## src/rtl/normalizer_pkg.sv

```systemverilog
// Shared definitions for the sequential normalizer.
//   state_t  : FSM encoding (IDLE, SHIFT, DONE)
//   LR_LEFT  : direction code, normalize toward bit W-1
//   LR_RIGHT : direction code, normalize toward bit 0
package normalizer_pkg;

    typedef enum logic [1:0] {
        IDLE  = 2'd0,
        SHIFT = 2'd1,
        DONE  = 2'd2
    } state_t;

    localparam logic LR_LEFT  = 1'b0;
    localparam logic LR_RIGHT = 1'b1;

endpackage

```

## src/rtl/seq_normalizer.sv

```systemverilog
// Sequential normalizer: shifts a captured word one bit per clock toward the
// selected end until the end bit is 1, then reports the normalized word and
// the number of shifts applied (the inverse of the barrel shifter).
// Ports:
//   clk      rising-edge clock
//   reset_n  asynchronous active-low reset
//   start    request, sampled only in IDLE
//   a        word to normalize, captured on the accepting edge
//   lr       0 = left (target bit W-1), 1 = right (target bit 0)
//   busy     high on every cycle following a shift edge
//   done     one-cycle result pulse
//   y        normalized word
//   amt      number of single-bit shifts applied
//   zero     captured word was all zeros
module seq_normalizer
    import normalizer_pkg::*;
#(
    parameter int N = 3
) (
    input  logic               clk,
    input  logic               reset_n,
    input  logic               start,
    input  logic [(2**N)-1:0]  a,
    input  logic               lr,
    output logic               busy,
    output logic               done,
    output logic [(2**N)-1:0]  y,
    output logic [N-1:0]       amt,
    output logic               zero
);

    localparam int W = 2**N;

    state_t         state_r;
    state_t         next_s;
    logic [W-1:0]   sreg_r;
    logic [N-1:0]   cnt_r;
    logic           lr_r;
    logic           target_bit_s;
    logic           a_zero_s;
    logic           busy_d_s;
    logic           done_d_s;
    logic           busy_r;
    logic           done_r;
    logic [W-1:0]   y_r;
    logic [N-1:0]   amt_r;
    logic           zero_r;

    assign a_zero_s     = (a == {W{1'b0}});
    assign target_bit_s = (lr_r == LR_LEFT) ? sreg_r[W-1] : sreg_r[0];

    // State register
    always_ff @(posedge clk or negedge reset_n) begin
        if (!reset_n) begin
            state_r <= IDLE;
        end else begin
            state_r <= next_s;
        end
    end

    // Next-state decode
    always_comb begin
        next_s = state_r;
        case (state_r)
            IDLE: begin
                if (start) begin
                    next_s = a_zero_s ? DONE : SHIFT;
                end else begin
                    next_s = IDLE;
                end
            end
            SHIFT: begin
                if (target_bit_s) begin
                    next_s = DONE;
                end else begin
                    next_s = SHIFT;
                end
            end
            DONE:    next_s = IDLE;
            default: next_s = IDLE;
        endcase
    end

    // Output decode: busy follows each edge that performs a shift, so it is
    // high for exactly amt cycles and never overlaps done.
    always_comb begin
        busy_d_s = 1'b0;
        done_d_s = 1'b0;
        if (state_r == SHIFT) begin
            busy_d_s = ~target_bit_s;
        end else begin
            busy_d_s = 1'b0;
        end
        if (next_s == DONE) begin
            done_d_s = 1'b1;
        end else begin
            done_d_s = 1'b0;
        end
    end

    // Handshake output registers
    always_ff @(posedge clk or negedge reset_n) begin
        if (!reset_n) begin
            busy_r <= 1'b0;
            done_r <= 1'b0;
        end else begin
            busy_r <= busy_d_s;
            done_r <= done_d_s;
        end
    end

    // Shift register, shift counter and result registers
    always_ff @(posedge clk or negedge reset_n) begin
        if (!reset_n) begin
            sreg_r <= {W{1'b0}};
            cnt_r  <= {N{1'b0}};
            lr_r   <= 1'b0;
            y_r    <= {W{1'b0}};
            amt_r  <= {N{1'b0}};
            zero_r <= 1'b0;
        end else begin
            case (state_r)
                IDLE: begin
                    if (start && !a_zero_s) begin
                        sreg_r <= a;
                        lr_r   <= lr;
                        cnt_r  <= {N{1'b0}};
                    end else if (start) begin
                        // All-zero word: nothing to shift, report immediately.
                        y_r    <= {W{1'b0}};
                        amt_r  <= {N{1'b0}};
                        zero_r <= 1'b1;
                    end
                end
                SHIFT: begin
                    if (target_bit_s) begin
                        y_r    <= sreg_r;
                        amt_r  <= cnt_r;
                        zero_r <= 1'b0;
                    end else begin
                        // A nonzero word hits its target within W-1 shifts,
                        // so the counter cannot wrap here.
                        sreg_r <= (lr_r == LR_LEFT) ? {sreg_r[W-2:0], 1'b0}
                                                    : {1'b0, sreg_r[W-1:1]};
                        cnt_r  <= cnt_r + N'(1);
                    end
                end
                DONE: begin
                    sreg_r <= sreg_r;
                end
                default: begin
                    sreg_r <= sreg_r;
                end
            endcase
        end
    end

    assign busy = busy_r;
    assign done = done_r;
    assign y    = y_r;
    assign amt  = amt_r;
    assign zero = zero_r;

endmodule

```

## config.mk

```make
export PLATFORM = sky130hd
export DESIGN_NAME = seq_normalizer
export DESIGN_NICKNAME = d
export VERILOG_FILES = /design/src/rtl/normalizer_pkg.sv /design/src/rtl/seq_normalizer.sv
export SDC_FILE = /design/constraint.sdc
export NUM_CORES = 1
export LEC_CHECK = 0
export CAP_MARGIN = 20
export CORE_MARGIN = 4
export CORE_UTILIZATION = 45
export DETAILED_ROUTE_END_ITERATION = 12
export GPL_ROUTABILITY_DRIVEN = 1
export PLACE_DENSITY = 0.76
export RECOVER_POWER = 50
export SETUP_SLACK_MARGIN = 0.15
export SLEW_MARGIN = 20
export SYNTH_ARGS = -nofsm -noshare
export SYNTH_HDL_FRONTEND = slang
export SYNTH_SLANG_ARGS = --single-unit
```

## constraint.sdc

```tcl
create_clock -name clk -period 1.6 [get_ports clk]
set_input_delay 0.48 -clock clk [delete_from_list [all_inputs] [get_ports clk]]
set_output_delay 0.48 -clock clk [all_outputs]
set_load 0.005 [all_outputs]
```

==> results.toml <==
[critical_path]
crit_type = "reg2reg"
cp_slowest_stage_delay_ns = 0.46
worst_ep_required_time_ns = 1.84
slowest_stage = "dfrtp_2"
cp_cell_sequence = "mux2i_2 -> buf_4 -> a21oi_1 -> a211oi_2"
end_kind = "register"
cp.arrival_ns = 1.73
critPathMaxFanout = 7
crit_path_start_kind = "register"

[sta]
tightest_slew_ns = 0.703
rsz0062_at_grt = "true"
maxSlewViolCount = 0
timing.slew.headroom = 0.531
final_hold_viol_count = 0
min_period_ns = 1.49
clock_skew_ns = 0.0125
finalSetupViolCount = 0
post-route-period-util = 0.932
clock.fmax_mhz = 671
fin_ws_ns = 0.109

[detailed_routing]
routed.top_layer = "met4"
avgViaCountPerCell = 5.93
wl_met1_um = 1560
vias = 1163
drt_iter0_drc = 58
wl_met2_um = 1830
drc = 0
routed_wl_um = 3590
antenna_left = 0
drt-pass1-iter-count = 4
post_drt_wl_per_cell_um = 18.3
dr_wl_met3_um = 163

[placement]
dp.cells = 176
placed_area_mm2 = 0.00177
io_buffers = 25
dp_slack_ns = -0.510
dp_hpwl_um = 2430
finalWeightedCongestion = 0.790

[finish]
stdcell_area_mm2 = 0.00193
stdcell_count = 196
fillers = 228
area_growth_pct = 43.8
postLayoutCoreUtil = 0.689
diodes = 0
drive_gt1_frac = 0.479
num-nets-final = 180

[power]
clkPwrFrac = 0.080
ir_drop_v = 0.000883
intPower_mw = 2.21
pwr-share-comb = 0.565
p_leak_nw = 0.938
power.density_mw_per_mm2 = 1850
power_switching_mw = 1.37
p_seq_frac = 0.355
switching_share = 0.382
fin_total_pwr_mw = 3.58

[global_routing]
grt_start_max_net_pins = 29
grt_overflow = 0
grt_pass1_vias = 1220
grt_pass1_wl_um = 5890
antenna_found_initial = 0
grt.total_usage = 0.189

[yosys]
synth-warning-count = 0
yosysUniqueCellTypes = 34
syn_inst = 109
syn_area_mm2 = 0.00134
yosysSeqAreaShare = 0.521
yosys_register_bits = 28
syn-num-nets = 122
syn_area_per_cell_um2 = 12.3

[die]
die_w_um = 62.6
die_h_um = 62.6
die_area_mm2 = 0.00392
core.rowCount = 19
initial_core_util = 0.479
io-pin-count = 26
coreArea_mm2 = 0.00281

[clocking]
cts_tree = "yes"
cts_max_path_buffers = 2
root_buffer = "clkbuf_4"
numCtsBuffers = 3
hold_buffers = 0
clk_pin_slew_worst_paths_ns = 0.13
clk_latency_ns = 0.33
htreeDepth = 1
clock_sinks = 28

[job]
drv_cap = 0

[hold_path]
hold_path.class = "reg2reg"

[run_status]
status = "completed"
[kinds of logic (layout without fill, tap and decap cells)]
logic type,count (synthesis),count (layout),synth area share
DFF,28,28,0.521
buffers and inverters,13,69,0.0391
adders and majority gates,1,1,0.00931
muxes,8,8,0.0689
AOI/OAI and AO/OA,41,41,0.264
and+or+nand+nor,18,18,0.0978
[cell usage after synthesis, drive strengths merged]
master  number  share of area
a211oi       3          0.024
a21boi       1         0.0056
a21oi        3          0.011
a22o        11          0.072
a31o         5          0.033
a32o         5          0.037
a32oi        1          0.012
and3b        1         0.0065
buf          3          0.011
clkbuf       3         0.0084
dfrtp       28           0.52
ha           1         0.0093
inv          7          0.020
mux2         7          0.061
mux2i        1         0.0074
nand2        4          0.011
nand2b       1         0.0047
nand3        2         0.0074
nor2         1         0.0028
nor2b        1         0.0047
nor3b        2          0.015
nor4         2          0.019
o211a        3          0.022
o21ai        7          0.034
o311ai       1         0.0065
o31ai        1         0.0056
or3          1         0.0047
or4          3          0.022
[power groups by stage]
stage	combinational, mW	sequential, mW	clock (mW)
2_1_floorplan	0.979	1.20	0
3_3_place_gp	1.60	1.24	0
3_5_place_dp	1.65	1.26	0
4_1_cts	1.84	1.27	0.289
5_1_grt	2.18	1.31	0.331
6_report	2.02	1.27	0.286
[what timing repair did]
action                                  CTS  global route
pin swaps                                12             5
gates resized for setup                  68            24
endpoints found under the setup margin   41            35
setup buffers                            10             7
[layout by cell type, fill, tap and decap left out, types with 2 or more instances in the layout]
cell             instances
o21ai_0                  6
nor4_4                   2
a21oi_1                  2
or4_4                    3
a32o_1                   4
a31o_1                   5
dfrtp_1                 25
dfrtp_2                  3
mux2_2                   2
inv_1                    6
a22o_1                  11
clkbuf_1                 5
nand3_1                  2
buf_6                    5
mux2_4                   5
o211a_1                  3
buf_4                   28
clkbuf_4                 3
buf_2                    4
nand2_1                  3
dlygate4sd2_1            3
clkdlybuf4s15_1          3
a211oi_2                 2
clkbuf_2                 8
[path summary, 6_finish.rpt]
check | depth (start not counted) | startpoint | slack, ns | endpoint
max | 4 | lr_r$_DFFE_PN0P_ | 0.11 | sreg_r[7]$_DFFE_PN0P_
min | 1 | y[7]$_DFFE_PN0P_ | 0.52 | y[7]$_DFFE_PN0P_
min reg2reg | 1 | y[7]$_DFFE_PN0P_ | 0.52 | y[7]$_DFFE_PN0P_
min in group asynchronous | 2 | reset_n | 0.72 | cnt_r[0]$_DFFE_PN0P_
max reg2reg | 4 | lr_r$_DFFE_PN0P_ | 0.11 | sreg_r[7]$_DFFE_PN0P_
max in group asynchronous | 2 | reset_n | 0.38 | lr_r$_DFFE_PN0P_
[layout make-up]
cell class / count / area, um^2 / share of cell area
Inverter: 7 / 26.3 / 0.0136
Clock buffer: 3 / 22.5 / 0.0117
Sequential cell: 28 / 704 / 0.365
Timing Repair Buffer: 59 / 433 / 0.224
Tap cell: 31 / 38.8 / 0.0201
Multi-Input combinational cell: 68 / 707 / 0.366
[layer usage]
layer / track usage / vias to the layer above
li1: - / 536
met4: 0.0689 / 0
met3: 0.0324 / 6
met5: 0 / -
met1: 0.243 / 585
met2: 0.320 / 36
[registers in the layout, summed over array words and instances, names as in the netlist]
| register | flops |
|---|---|
| lr_r | 1 |
| zero | 1 |
| sreg_r | 8 |
| y | 8 |
| amt | 3 |
| state_r | 2 |
| cnt_r | 3 |
| done | 1 |
| busy | 1 |
[worst max-delay path: cells and delay by family (launching register included)]
family,cells,cell delay (ns)
compound gates,2,0.31
buf+inv,1,0.23
flops,1,0.46
mux,1,0.41
[through the flow]
stage	hold slack (ns)	TNS, ns
final	0.516	0
after global routing	0.535	0
after CTS	0.497	0
after detailed placement	0.481	-11.20
after global placement	0.485	-10.22
after floorplan	0.184	0
(Power assumes the default switching activity.)
